$ cat src/rtl/treino_ctrl.sv
// treino_ctrl: epoch sequencer for the perceptron training loop.
// Holds the committed fp16 weights, launches one epoch at a time in the
// downstream epoch stage, and stops once every sample is classified
// correctly, the epoch limit is reached, or the stage stops answering.
// Only bit comparisons are done here; all fp16 arithmetic lives in the stage.
module treino_ctrl #(
  parameter int MAX_EPOCHS = 16,
  parameter int EPW        = 8,
  parameter int TIMEOUT    = 64
) (
  input  logic                  clk,
  input  logic                  reset,
  input  logic                  start,
  input  logic [15:0]           w0_init,
  input  logic [15:0]           w1_init,
  input  logic [15:0]           w2_init,
  input  logic [3:0][15:0]      d,
  output logic                  ep_start,
  output logic [15:0]           ep_w0,
  output logic [15:0]           ep_w1,
  output logic [15:0]           ep_w2,
  input  logic                  ep_done,
  input  logic [3:0][15:0]      ep_result,
  input  logic [15:0]           ep_w0_new,
  input  logic [15:0]           ep_w1_new,
  input  logic [15:0]           ep_w2_new,
  output logic [15:0]           w0,
  output logic [15:0]           w1,
  output logic [15:0]           w2,
  output logic [EPW-1:0]        epochs,
  output logic [2:0]            errors,
  output logic                  busy,
  output logic                  done,
  output logic                  converged,
  output logic                  timeout
);

  localparam int TW = (TIMEOUT > 2) ? $clog2(TIMEOUT) : 1;

  typedef enum logic [1:0] {
    S_IDLE  = 2'd0,
    S_ISSUE = 2'd1,
    S_WAIT  = 2'd2,
    S_CHECK = 2'd3
  } state_e;

  state_e           state_q;
  logic [15:0]      w0_q, w1_q, w2_q;
  logic [15:0]      stW0_q, stW1_q, stW2_q;
  logic [3:0][15:0] stY_q;
  logic [EPW-1:0]   epochs_q;
  logic [2:0]       errors_q;
  logic [TW-1:0]    timer_q;
  logic             epStart_q;
  logic             busy_q;
  logic             done_q;
  logic             converged_q;
  logic             timeout_q;
  logic [2:0]       errors_d;

  // Number of staged activations that differ bit-for-bit from their targets.
  always_comb begin
    errors_d = 3'd0;
    for (int i = 0; i < 4; i++) begin
      if (stY_q[i] != d[i]) begin
        errors_d = errors_d + 3'd1;
      end
    end
  end

  // Run sequencer: every output is a register updated alongside the state.
  always_ff @(posedge clk or negedge reset) begin
    if (!reset) begin
      state_q     <= S_IDLE;
      w0_q        <= 16'h0000;
      w1_q        <= 16'h0000;
      w2_q        <= 16'h0000;
      stW0_q      <= 16'h0000;
      stW1_q      <= 16'h0000;
      stW2_q      <= 16'h0000;
      stY_q       <= '0;
      epochs_q    <= '0;
      errors_q    <= 3'd0;
      timer_q     <= '0;
      epStart_q   <= 1'b0;
      busy_q      <= 1'b0;
      done_q      <= 1'b0;
      converged_q <= 1'b0;
      timeout_q   <= 1'b0;
    end else begin
      epStart_q <= 1'b0;
      case (state_q)
        S_IDLE: begin
          if (start) begin
            w0_q        <= w0_init;
            w1_q        <= w1_init;
            w2_q        <= w2_init;
            epochs_q    <= '0;
            errors_q    <= 3'd0;
            done_q      <= 1'b0;
            converged_q <= 1'b0;
            timeout_q   <= 1'b0;
            epStart_q   <= 1'b1;
            busy_q      <= 1'b1;
            state_q     <= S_ISSUE;
          end
        end
        S_ISSUE: begin
          timer_q <= '0;
          state_q <= S_WAIT;
        end
        S_WAIT: begin
          if (ep_done) begin
            stY_q    <= ep_result;
            stW0_q   <= ep_w0_new;
            stW1_q   <= ep_w1_new;
            stW2_q   <= ep_w2_new;
            epochs_q <= epochs_q + EPW'(1);
            state_q  <= S_CHECK;
          end else if (timer_q == TW'(TIMEOUT - 2)) begin
            timer_q   <= TW'(TIMEOUT - 1);
            timeout_q <= 1'b1;
            done_q    <= 1'b1;
            busy_q    <= 1'b0;
            state_q   <= S_IDLE;
          end else begin
            timer_q <= timer_q + TW'(1);
          end
        end
        S_CHECK: begin
          errors_q <= errors_d;
          if (errors_d == 3'd0) begin
            // Keep the weights that just classified everything correctly.
            converged_q <= 1'b1;
            done_q      <= 1'b1;
            busy_q      <= 1'b0;
            state_q     <= S_IDLE;
          end else begin
            w0_q <= stW0_q;
            w1_q <= stW1_q;
            w2_q <= stW2_q;
            if (epochs_q == EPW'(MAX_EPOCHS)) begin
              done_q  <= 1'b1;
              busy_q  <= 1'b0;
              state_q <= S_IDLE;
            end else begin
              epStart_q <= 1'b1;
              state_q   <= S_ISSUE;
            end
          end
        end
        default: begin
          busy_q  <= 1'b0;
          state_q <= S_IDLE;
        end
      endcase
    end
  end

  assign ep_start  = epStart_q;
  assign ep_w0     = w0_q;
  assign ep_w1     = w1_q;
  assign ep_w2     = w2_q;
  assign w0        = w0_q;
  assign w1        = w1_q;
  assign w2        = w2_q;
  assign epochs    = epochs_q;
  assign errors    = errors_q;
  assign busy      = busy_q;
  assign done      = done_q;
  assign converged = converged_q;
  assign timeout   = timeout_q;

endmodule
$ cat config.mk
export PLATFORM = sky130hd
export DESIGN_NAME = treino_ctrl
export DESIGN_NICKNAME = d
export VERILOG_FILES = /design/src/rtl/treino_ctrl.sv
export SDC_FILE = /design/constraint.sdc
export NUM_CORES = 1
export LEC_CHECK = 0
export CORE_MARGIN = 4
export CORE_UTILIZATION = 26
export CTS_BUF_LIST = sky130_fd_sc_hd__clkbuf_8
export DETAILED_ROUTE_END_ITERATION = 10
export PLACE_DENSITY = 0.61
export SLEW_MARGIN = 5
export SYNTH_ARGS = -nofsm -noshare
export SYNTH_HDL_FRONTEND = slang
export SYNTH_SLANG_ARGS = --single-unit
$ cat constraint.sdc
create_clock -name clk -period 9.3 [get_ports clk]
set_input_delay 1.86 -clock clk [delete_from_list [all_inputs] [get_ports clk]]
set_output_delay 1.86 -clock clk [all_outputs]
set_load 0.1 [all_outputs]
## Yosys cells after proc, flatten, opt, wreduce, memory -nomap -nowiden

Index checks and enable logic that the tools add are counted.

| cells by class | value |
|---|---|
| $add $sub $neg | 5 |
| mux-type cells | 46 |
| reductions and logical operators | 15 |
| equality and inequality tests | 17 |

Operator list:

| operator | number |
|---|---|
| 2-to-1 mux 16 bit | 6 |
| case mux 16 bit (2 select lines) | 3 |
| != test 16 bit | 4 |
| 2-to-1 mux 1 bit | 17 |
| 2-to-1 mux 8 bit | 2 |
| case mux 8 bit (2 select lines) | 1 |
| 2-to-1 mux 3 bit | 4 |
| 2-to-1 mux 6 bit | 2 |
| != test 2 bit (second input constant) | 6 |
| case mux 6 bit (2 select lines) | 1 |
| adder 3 x 1 -> 3 bit (second input constant) | 3 |
| AND reduction 3 bit | 3 |
| adder 8 x 1 -> 8 bit (second input constant) | 1 |
| == test 8 x 5 -> 1 bit (second input constant) | 1 |
| case mux 2 bit (4 select lines) | 1 |
| AND reduction 2 bit | 4 |
| adder 6 x 1 -> 6 bit (second input constant) | 1 |
| == test 6 bit (second input constant) | 1 |
| 2-to-1 mux 2 bit | 3 |
| != test 3 bit (second input constant) | 2 |
| case mux 1 bit (2 select lines) | 3 |
| case mux 1 bit (3 select lines) | 2 |
| case mux 3 bit (2 select lines) | 1 |
| nonzero test 2 bit | 3 |
| other kinds (7) | 8 |

| storage, ports and cells | value |
|---|---|
| logic and storage cells | 102 |
| input bits | 228 |
| register bits | 184 |

## Longest topological paths before layout

Gate-level depths: netlist of the first run.

| depth | value |
|---|---|
| depth after elaboration | 11 |
| mapped depth | 16 |
| mapped depth without buffers | 13 |

## Least setup slack after synthesis of the first run

OpenSTA, ideal clock, no wires.

| path | value |
|---|---|
| path kind | input port to flip-flop |
| from | input d[25] in the netlist's numbering |
| to | register w0_q[10], in the netlist ep_w0[10] |
| setup time | 0.126 ns |
| stages | 15 |
| path slack | 4.539 ns |
| arrival time | 4.634 ns |
| cell sequence | xor2_1 -> nor4_1 -> nand4_1 -> inv_1 -> ha_1 -> xnor2_1 -> ha_1 -> or2_2 -> nor4_1 -> or4_1 -> buf_2 -> buf_6 -> buf_6 -> nor4b_2 -> nor3_1 |

| between the ends | value |
|---|---|
| word-level cells in the longest chain between the ends | 9 |

Ends and longest elaborated chain:

| item | line | source |
|---|---|---|
| start: declaration | 17 | `input logic [3:0][15:0] d,` |
| != test 16 bit * | 65 | `if (stY_q[i] != d[i]) begin` |
| 2-to-1 mux 3 bit * | 65 |  |
| adder 3 x 1 -> 3 bit | 66 | `errors_d = errors_d + 3'd1;` |
| 2-to-1 mux 3 bit * | 65 |  |
| adder 3 x 1 -> 3 bit | 66 |  |
| 2-to-1 mux 3 bit * | 65 |  |
| zero test 3 bit * | 132 | `if (errors_d == 3'd0) begin` |
| != test 2 bit (no line) * | - |  |
| AND reduction 3 bit (no line) * | - |  |
| end signal: assignment | 95 | `w0_q <= w0_init;` |
| end signal: assignment | 139 | `w0_q <= stW0_q;` |
| end: declaration | 48 | `logic [15:0] w0_q, w1_q, w2_q;` |

Mark *: on every way between the ends. The rest lies on a longest branch, timed or not.
A chain may end at the register's enable or synchronous reset.

## Worst setup path after layout of the first run

| path | value |
|---|---|
| from | input d[26] in the netlist's numbering |
| to | register busy_q, in the netlist busy |

| between the ends | value |
|---|---|
| word-level cells in the longest chain between the ends | 9 |

Ends and longest elaborated chain:

| item | line | source |
|---|---|---|
| != test 16 bit * | 65 |  |
| 2-to-1 mux 3 bit * | 65 |  |
| adder 3 x 1 -> 3 bit | 66 |  |
| 2-to-1 mux 3 bit * | 65 |  |
| adder 3 x 1 -> 3 bit | 66 |  |
| 2-to-1 mux 3 bit * | 65 |  |
| zero test 3 bit * | 132 |  |
| != test 3 bit (no line) / 2-to-1 mux 1 bit (equally long branches) | - |  |
| AND reduction 5 bit (no line) / case mux 1 bit (3 select lines) (equally long branches) | - |  |
| end signal: assignment | 86 | `busy_q <= 1'b0;` |
| end signal: assignment | 136 | `busy_q <= 1'b0;` |
| end signal: assignment | 144 | `busy_q <= 1'b0;` |
| end: declaration | 55 | `logic busy_q;` |

Marked as above.

==> metrics.txt, run 1 <==
largest net degree at the start of global routing 106; Post-CTS Resized 0; DRT Pass-1 Iters 4; Initial Util 26.5%; Max Clock Skew 0.0125 ns; drt drc 0; fin. max-slew vios 0; TritonCTS Buffers 17; CTS Hold Bufs 0; wl on met1 12300 um; post-synthesis cell area ~9500 um^2; Final HPWL DP 20300 um; r2r setup slk 5.07 ns; vias in the first global route approximately 7600; reg-to-reg endpoint busy; Die X between 150 and 200 um; Total GRT Usage 14.0%; gr ovfl total 0; first-pass GRT wire length about 43000 um; worst slew pin tran 1.16 ns; post-route ant nets 0; Top Layer Used met5; RSZ-0062 raised after global routing no; Hold Fails Final Rpt 0; syn nets 1055; CTS HTree Levels 4; CTS Buffer Depth 2; P_leak 5.42 nW; critical path class input pin to flop; Die H 199 um; met2 WL post-DR 13600 um; status completed; EDFF count, synth 0; WP data arrival 6.02 ns; CP required 9.68 ns; critical path startpoint category input pin; metal3 WL 2130 um; main flop type after synthesis dfrtp_1; crit path time final ~5.6 ns; root buf cell clkbuf_8; ys async rst share 100%; worst r2r path cells 12; total wire length 28400 um; Rows 69; fin util 37.3%; fin crit share 60.6%; via count 7260; synthesized instance count 814; fraction of layout cells with a size suffix above 1 between 15 and 20%; worst-path fanout max 99; fmax 0.177 GHz; mean routed wirelength per cell 18.3 um; initial antenna violation count 4; Power Dens Cells approximately 360 nW/um^2; Final setup viols 0; CTS tree done; Peak VDD IR 0.244 mV; Max-Cap Viols 0; CTS sink count 184; vias per std cell approximately 4.7; post-synthesis sequential area ratio about half; Critical Path Start d[26]; CTS clock-pin slew for the worst setup and hold paths 0.10 ns; Post-CTS Setup Inserts 0; Core Region 35700 um^2; Layout Nets 1316; commonest non-fill, non-tap cell in the layout clkdlybuf4s50_1; most frequent cells in the layout clkdlybuf4s50_1, dfrtp_1, mux2_2; Initial DRC Count 297; Synth cell types 40; die area 39500 um^2; worst setup path endpoint busy; Worst R2R Start stY_q[26]; worst-skew pair later-pin latency 0.48 ns; Ys Warns 0; setup tns final 0 ns; Worst Hold Class flop to flop; crit end category flop; IO Count 340; GP Congestion 0.769; register bit total from synthesis 184; Syn Area/Cell 11.6 um^2; Buffers on Ports 339; Max-slew headroom 23.0%; P&R area growth vs syn 40.9%
[Yosys cell counts, types with 2 or more instances]
| library cell | instances | share of area (%) |
|---|---|---|
| dfrtp_1 | 184 | 49 |
| mux2_2 | 113 | 13 |
| xor2_1 | 53 | 4.9 |
| nor3_1 | 50 | 2.6 |
| and3b_1 | 48 | 4.4 |
| buf_4 | 48 | 3.8 |
| o22ai_1 | 48 | 3.2 |
| clkbuf_1 | 47 | 1.9 |
| nor4b_1 | 41 | 3.8 |
| nor2_1 | 19 | 0.75 |
| xnor2_1 | 18 | 1.7 |
| a21oi_1 | 15 | 0.79 |
| nor4_1 | 15 | 0.99 |
| ha_1 | 13 | 1.7 |
| o21ai_0 | 13 | 0.69 |
| inv_1 | 12 | 0.48 |
| nand2_1 | 12 | 0.48 |
| nor4b_2 | 10 | 1.6 |
| nand4_1 | 9 | 0.60 |
| nand3_1 | 8 | 0.42 |
| buf_2 | 5 | 0.26 |
| and3_1 | 4 | 0.26 |
| a32o_1 | 3 | 0.32 |
| or2_2 | 3 | 0.20 |
| a21o_1 | 2 | 0.16 |
| a22o_1 | 2 | 0.19 |
| and4_1 | 2 | 0.19 |
| buf_6 | 2 | 0.24 |
| nand2b_1 | 2 | 0.13 |
| nor2b_1 | 2 | 0.13 |
| or3_1 | 2 | 0.13 |
[stage by stage]
stage	std cells	hold WS, ns	setup slack (ns)	instance area [um^2]	power, mW
floorplan	814	0.480	4.54	9460	3.60
global placement	1517	0.480	3.30	12900	4.21
detailed placement	1517	0.481	3.14	12900	4.25
CTS	1549	0.503	3.70	13300	4.83
global route	1550	0.527	3.41	13300	5.01
finish	1550	0.495	3.66	13300	4.76
[cell type report]
type	count	area (um^2)
Antenna cell	1	2.50
Clock buffer	20	275
Clock inverter	12	125
Fill cell	3531	22400
Inverter	12	45.0
Multi-Input combinational cell	516	4270
Sequential cell	184	4600
Tap cell	461	577
Timing Repair Buffer	344	3430
[metal layers]
layer  vias up  track usage [%]
li1       3435                -
met1      3556             17.8
met2       237             23.1
met3        26             4.95
met4         6             3.42
met5         -                0
[report_power, final]
group | internal (mW) | total [mW] | switching (mW)
combinational | 0.881 | 2.76 | 1.88
sequential | 1.16 | 1.43 | 0.277
clock | 0.259 | 0.561 | 0.302
[cells by family after synthesis]
| group | after synthesis | share of synthesized area [%] |
|---|---|---|
| and+or+nand+nor | 231 | 17.2 |
| DFF | 184 | 48.7 |
| buffers and inverters | 114 | 6.65 |
| muxes | 114 | 13.6 |
| AOI/OAI and AO/OA | 87 | 5.63 |
| xor gates and xnor gates | 71 | 6.57 |
| adders and majority gates | 13 | 1.72 |
[registers in the layout, summed over array words and instances, names as in the netlist]
register   count
stW1_q        16
ep_start       1
converged      1
ep_w2         16
stW2_q        16
stW0_q        16
timer_q        6
errors         3
done           1
epochs         8
state_q        2
ep_w0         16
timeout        1
stY_q         64
ep_w1         16
busy           1
[worst max-delay path: stages]
cell             delay [ns]
clkdlybuf4s50_1        0.41
xor2_1                 0.16
nor4_1                 0.36
nand4_1                0.27
inv_1                  0.15
ha_1                   0.31
xnor2_1                0.27
ha_1                   0.28
or2_2                  0.31
nor4_1                 0.18
or4_4                  0.91
o21ai_0                0.29
a21o_1                 0.24
[worst min-delay path by stage]
stage                          start          to  slack [ns]  cells past startpoint
after floorplan            stW0_q[0]   stW0_q[0]        0.48                      1
after global placement     errors[1]   errors[1]        0.48                      1
after detailed placement   errors[1]   errors[1]        0.48                      1
after CTS                  errors[1]   errors[1]        0.50                      1
after global routing      stW0_q[14]  stW0_q[14]        0.53                      1
final                      errors[0]   errors[0]        0.50                      1
No activity file was read; power rests on OpenSTA's default activity.
==> inputs of run 2 (changes only) <==
- clock period: 9.3 -> 5.4 ns (I/O delays scaled with it)
==> run 2 against run 1 <==
  * Hold slack better by 0.0035 ns
  * Critical path depth grew 1
  * Sequential cell count unchanged
  * Setup slack worse by 2.9 ns
  * Global-route usage grew 0.21 points
  * Clock-buffer cell count is 1 lower
  * Non-clock buffer count grew 3
  * Critical path type unchanged
==> metrics.txt, run 2 (synthesis results as in run 1) <==
status completed; CTS clock-pin slew for the worst setup and hold paths ~0.11 ns; r2r setup slk 1.40 ns; Sw Ratio a little over half; RSZ-0062 raised after global routing no; Initial Util 26.5%; Max-Cap Viols 0; P_leak 5.44 nW; Total GRT Usage 14.3%; busiest grt layer met2; initial antenna violation count 4; Die X 199 um; vias per std cell 4.79; worst-skew pair later-pin latency ~0.48 ns; die area 39500 um^2; post-route ant nets 0; fin. max-slew vios 0; Clk network pwr share between 10% and 20%; met3 usage 5.08%; TritonCTS Buffers 17; Final setup viols 0; mean routed wirelength per cell between 15 and 20 um; CTS HTree Levels 4; worst-path fanout max 45; Worst Hold Class flop to flop; Slowest-stage cell, CP or4_4; Max Clock Skew 0.0160 ns; fmax 0.216 GHz; total wire length 29200 um; Pint about 3.9 mW; fin crit share 85.7%; CTS Buffer Depth 2; CTS sink count 184; Peak VDD IR 0.392 mV; gr ovfl total 0; Biggest register stY_q; P&R area growth vs syn 41.3%; critical path class input pin to flop; GP Congestion slightly below 0.8; drt drc 0; Post-CTS Resized 0; IO Count 340; Tot Pwr 8.20 mW; worst slew pin tran 1.18 ns; largest net degree at the start of global routing 106; Core Region around 36000 um^2; Post-CTS Setup Inserts 0; Hold Fails Final Rpt 0; vias in the first global route 7669; Layout Nets approximately 1300; Buffers on Ports 339; DRT Pass-1 Iters 4; GR Layer Usage met2 23.4%; Final HPWL DP 20700 um; crit path time final 4.63 ns; CP required 5.75 ns; Psw roughly 4.3 mW; setup tns final 0 ns; Initial DRC Count ~240; critical path startpoint category input pin; max reg flops 64; root buf cell clkbuf_8; CTS Hold Bufs 0; fraction of layout cells with a size suffix above 1 about 16%; CP max stage delay 0.77 ns; Max-slew headroom ~22%; via count 7429; WP data arrival 4.98 ns; Die H between 150 and 200 um; Fill cells approximately 3500; Antenna Cells 0; met1 usage 18.0%; Rows 69; Power Dens Cells 613 nW/um^2; Critical Path, Cell by Cell clkdlybuf4s50_1, xor2_1, nor4_1, nand4_1, inv_1, ha_1, xnor2_1, ha_1, or2_2, nor4_1, or4_4, buf_12, nor4b_1, nor3_1; combinational power share 58.4%; Seq pwr share a little under a third; most frequent cells in the layout clkdlybuf4s50_1, dfrtp_1, mux2_2; CTS tree done; first-pass GRT wire length around 44000 um; commonest non-fill, non-tap cell in the layout clkdlybuf4s50_1; crit end category flop
==> run 2: critical path: cells and delay by family <==
family	cells	cell delay [ns]
buf+inv	3	0.83
xor+xnor	2	0.49
fa+ha+maj	2	0.56
simple gates	7	2.00
==> run 2: final cells by class <==
cell class	instances	area (um^2)	share of cell area, %
flip-flops and latches	184	4600	34.4
multi-input cells	516	4270	31.9
repair buffers	347	3510	26.2
well taps	461	577	4.31
clock buffers	19	262	1.96
clock inverters	13	106	0.795
inverters	12	45.0	0.337
==> run 2: final timing paths <==
kind	start	endpoint	cells after the start
setup reg to reg	stY_q[47]	ep_w2[2]	12
hold / removal	busy	busy	1
hold reg to reg	busy	busy	1
max in group asynchronous	reset	stW0_q[3]	2
min in group asynchronous	reset	stY_q[34]	1
setup / recovery	d[28]	ep_w2[2]	14
==> run 2: routing by layer <==
layer  wire, um  share of wire (%)
met5         55               0.19
met4        427                1.5
met3       2220                7.6
met2      14100                 48
met1      12400                 43
==> run 2: stage by stage <==
step / utilization [%] / hold slack, ns / std cells / setup WS [ns] / cell area [um^2]
2_1_floorplan: - / 0.480 / 814 / 1.42 / 9460
4_1_cts: 37.4 / 0.500 / 1552 / 0.802 / 13400
3_5_place_dp: 36.4 / 0.474 / 1520 / 0.238 / 13000
6_report: 37.4 / 0.499 / 1552 / 0.775 / 13400
5_1_grt: 37.4 / 0.521 / 1552 / 0.542 / 13400
3_3_place_gp: 36.4 / 0.470 / 1520 / 0.324 / 13000
==> run 2: power groups by stage <==
stage               Clock [mW]  Combinational (mW)  Sequential [mW]
global placement             0                4.77             2.50
finish                   0.924                4.79             2.48
floorplan                    0                2.70             3.50
global route              1.02                5.04             2.56
CTS                      0.978                4.83             2.49
detailed placement           0                4.83             2.52
==> variant 1: new RTL, config.mk and constraints of run 2 <==
Re-encode `state_e` (4 states) as one-hot, 4 bits wide.
--- a/src/rtl/treino_ctrl.sv
+++ b/src/rtl/treino_ctrl.sv
@@ -39,7 +39,7 @@
 
-  typedef enum logic [1:0] {
-    S_IDLE  = 2'd0,
-    S_ISSUE = 2'd1,
-    S_WAIT  = 2'd2,
-    S_CHECK = 2'd3
+  typedef enum logic [3:0] {
+    S_IDLE  = 4'b0001,
+    S_ISSUE = 4'b0010,
+    S_WAIT  = 4'b0100,
+    S_CHECK = 4'b1000
   } state_e;
Formal check against the unedited RTL: no difference found for any inputs over 4 cycles, from zero or initial values and one cycle with reset low; so few cycles prove little.
==> variant 1 against run 2 <==
Worst setup slack improved by 0.18 ns; total power decreased by 4.3%; routed wire length decreased by 5.9%; area after synthesis decreased by 4.0%; sequential cell count increased by 2; sequential share of layout area increased by 1.4 points; core utilization increased by 0.28 points; count of clock-buffer cells in the layout increased by 1; via count increased by 2.7%; design area decreased by 2.9%; sequential power decreased by 7%; largest cell class unchanged; largest power group unchanged.
==> variant 1: results (changes against run 2) <==
[synth]
ys_top_cells_by_count = 343 x nand2_1, 185 x dfrtp_1, 110 x nor2_1
synth_compound_gate_area_share = 0.0832  ; +0.0269
synthAdderAreaFrac = 0.0124  ; -0.00479
ys_seq_area_frac = 0.513  ; +0.0260
synth-xor-area-share = 0.0704  ; +0.00467
synth_nets = 1255  ; +19%
synth_largest_area_cell = dfrtp_1
synthTopCellsByArea = dfrtp_1 51%, nand2_1 14%, nor2_1 4.5%
muxShareOfSynthArea = 0.00331  ; -0.132
synth_cell_types = 42  ; +5.0%

[global_route]
met1_usage = 0.184  ; +0.00389
gr-usage-met3 = 0.0463  ; -0.00453
track_usage = 0.143  ; +0.000665
gr-usage-met2 = 0.233  ; -0.000655
antenna_found_initial = 0  ; -4
grt_max_degree = 96  ; -9.4%
grt_pass1_vias = 7840  ; +2.2%
grt_pass1_wl_um = 43700  ; -0.77%

[detailed_routing]
drtIter0Drc = 282  ; +19%
detail_route.wl_per_cell_um = 15.7  ; -17%
first_pass_iters = 6  ; +2
vias = 7632  ; +2.7%

[cells_and_area]
final_nets = 1524  ; +16%
drive_above_1_share = 0.0555  ; -0.101

[timing]
fin_tns_setup_ns = 0  ; unchanged
fin_skew_ns = 0.0175  ; +0.00153 ns
slew_headroom = 0.283  ; +0.0666

[placed_design]
hpwl_um = 19600  ; -5.3%
gp_congestion = 0.770  ; -2.2%
pre_cts_slack_ns = 0.388  ; +0.150 ns

[clock_tree]
cts.clk_slew.worst_paths_ns = 0.09  ; -0.02 ns
cts_buffers = 17  ; unchanged
clock_latency_ns = 0.49

[pwr]
powerDensity_nw_per_um2 = 604  ; -1.5%
seq-power_mw = 2.31  ; -7%
leakagePower_nw = 6.20  ; +14%
max-vdd-ir-drop_mv = 0.558  ; +42%
pwr-share-clk = 0.123  ; +0.010
intPower_mw = 3.55  ; -9.0%

[worst_setup_path]
worstPathMaxFanout = 48  ; +6.7%
arrival_ns = 4.82  ; -0.16 ns

[status]
status = finished clean

[variant 1: cell families after synthesis]
kind of cell,after synthesis
DFF,186
and+or+nand+nor,513
muxes,3
adders and majority gates,9
xor gates and xnor gates,73
AOI/OAI and AO/OA,80
buffers and inverters,154
[variant 1: final cells by class]
cell class	count	area, um^2
Fill cell	3554	21500
Sequential cell	186	4660
Multi-Input combinational cell	678	3660
Timing Repair Buffer	348	3490
Tap cell	455	569
Clock buffer	20	275
Inverter	56	213
Clock inverter	10	119
[variant 1: layer usage]
metal  up-vias  share of wire
met5         -              0
met2       231           0.48
met1      3640           0.44
met4         0          0.013
met3        16          0.070
li1       3745              -
[variant 1: final timing paths]
| check | from | to | slack [ns] | depth (start not counted) |
|---|---|---|---|---|
| max | d[25] | ep_w1[1] | 0.96 | 13 |
| min | stW0_q[9] | stW0_q[9] | 0.48 | 2 |
| max reg2reg | stY_q[27] | ep_w1[1] | 1.59 | 12 |
| min reg2reg | stW0_q[9] | stW0_q[9] | 0.48 | 2 |
| max in group asynchronous | reset | stY_q[43] | 3.74 | 2 |
| min in group asynchronous | reset | ep_w1[2] | 0.60 | 1 |
[variant 1: critical path, stage by stage]
cell	delay, ns
clkdlybuf4s50_1	0.42
xor2_1	0.16
nor4_1	0.36
nand4_1	0.24
inv_1	0.13
ha_1	0.27
xnor2_1	0.28
ha_1	0.31
nor4_1	0.35
a211oi_2	0.14
or2_2	0.32
buf_4	0.34
a221oi_1	0.36
[variant 1: per-stage QoR]
step,area [um^2],hold WS [ns],instances
2_1_floorplan,9080,0.446,1018
3_3_place_gp,12600,0.459,1723
3_5_place_dp,12600,0.463,1723
4_1_cts,13000,0.484,1753
5_1_grt,13000,0.506,1753
6_report,13000,0.480,1753
==> variant 2: new RTL, settings of run 2 <==
Made on the original files. `EPW`: 8 -> 9.
--- a/src/rtl/treino_ctrl.sv
+++ b/src/rtl/treino_ctrl.sv
@@ -7,3 +7,3 @@
   parameter int MAX_EPOCHS = 16,
-  parameter int EPW        = 8,
+  parameter int EPW        = 9,
   parameter int TIMEOUT    = 64
Ports: changed (resized epochs); port bits go from 340 to 341. No check against the original RTL was run, so the function may have changed too.
==> variant 2 against run 2 <==
Worst setup slack improved by 0.17 ns; sequential cell count rose by 1; total power rose by 0.79%; routed wire length fell by 2.3%; largest cell class unchanged; area after synthesis rose by 0.56%; worst hold slack got worse by 0.0022 ns; final cell count rose by 0.52%; design area rose by 0.71%.
==> variant 2: results (changes against run 2) <==
[detailed_routing]
drtIter0Drc = 249  ; +5.5%
wl_met3_um = 2660  ; +20%
met1Wirelength_um = 11800  ; -5.5%
detail_route.wl_per_cell_um = 18.3  ; -2.8%
routed_wl_um = 28600  ; -2.3%
dr_wl_met2_um = 13600  ; -3.5%
vias = 7358  ; -0.96%
highest_layer = met5

[placed_design]
gp_congestion = 0.776  ; -1.3%
dp_cells = 1528  ; +0.53%
hpwl_um = 20900  ; +0.79%
io_buffers = 340  ; +0.29%

[global_route]
grt_pass1_wl_um = 43800  ; -0.53%
grt_pass1_vias = 7632  ; -0.48%
track_usage = 0.141  ; -0.00109
antenna_found_initial = 3  ; -1
grt_max_degree = 101  ; -4.7%

[synth]
synthCells = 819  ; +0.61%
synth_flop_cell = dfrtp_1
ys_warn_count = 0  ; unchanged
ys_top_cells_by_count = 185 x dfrtp_1, 113 x mux2_2, 54 x xor2_1
synthTopCellsByArea = dfrtp_1 49%, mux2_2 13%, xor2_1 5.0%
ys_seq_area_frac = 0.487  ; about the same
synth-xor-area-share = 0.0663  ; +0.000558
synth_compound_gate_area_share = 0.0566  ; +0.000215
synth_cell_types = 42  ; +5.0%
synth_nets = 1060  ; +0.47%
synthAdderAreaFrac = 0.0171  ; -0.0000950
muxShareOfSynthArea = 0.135  ; -0.000749

[worst_setup_path]
reg2reg_depth = 13  ; +1
r2r_start = stY_q[21]
cp_slowest_cell = or4_4
cpPeakStageDelay_ns = 0.60  ; -0.17 ns
worstPathMaxFanout = 62  ; +38%
rr_endpoint = ep_w0[15]
r2r_slack_ns = 1.58  ; +0.18 ns
arrival_ns = 4.83  ; -0.15 ns

[timing]
slew_headroom = 0.302  ; +0.0858
holdWs_ns = 0.496  ; -0.00217 ns
fin_skew_ns = 0.0178  ; +0.00179 ns

[pwr]
max-vdd-ir-drop_mv = 0.434  ; +11%
leakagePower_nw = 5.49  ; +0.91%

[status]
status = finished clean

[clock_tree]
cts_setup_buffers = 0  ; unchanged

[min_path]
hold_class = reg2reg
whs_endpoint = busy

[cells_and_area]
regMostFlops = stY_q
drive_above_1_share = 0.161  ; +0.00432
final_nets = 1327  ; +0.61%

==> variant 2: area by class of cell <==
| cell class | instances | area [um^2] |
|---|---|---|
| tap | 461 | 577 |
| clock inverter | 14 | 160 |
| inverter | 13 | 48.8 |
| fill | 3515 | 22400 |
| sequential | 185 | 4630 |
| multi-input combinational | 519 | 4280 |
| clock buffer | 18 | 248 |
| timing repair buffer | 350 | 3520 |
==> variant 2: stage by stage <==
step | worst slack [ns] | instance area, um^2
after floorplan | 1.42 | 9510
after global placement | 0.585 | 13100
after detailed placement | 0.386 | 13100
after CTS | 0.963 | 13500
after global routing | 0.693 | 13500
final | 0.946 | 13500
==> variant 2: power breakdown <==
group	total [mW]	switching [mW]	internal, mW
clock	0.998	0.562	0.436
combinational	4.79	3.26	1.52
sequential	2.47	0.476	2.00
==> variant 2: how the worst max path moves through the flow <==
stage                from         to  slack [ns]  cells past startpoint
finish              d[21]  ep_w0[15]        0.95                     14
global route        d[27]  ep_w0[14]        0.69                     14
CTS                 d[21]  ep_w0[15]        0.96                     14
detailed placement  d[21]  ep_w0[15]        0.39                     14
global placement    d[21]   ep_w1[6]        0.58                     14
floorplan           d[20]  ep_w0[10]        1.42                     15
==> variant 2: layer usage <==
metal | global-route usage | vias to the layer above
met3 | 0.0578 | 32
met4 | 0.0410 | 6
met1 | 0.176 | 3584
li1 | - | 3455
met5 | 0 | -
met2 | 0.226 | 281
==> variant 2: cell families after synthesis <==
family	count (synthesis)
and+or+nand+nor	232
DFF	185
xor gates and xnor gates	72
buffers and inverters	115
AOI/OAI and AO/OA	88
adders and majority gates	13
muxes	114
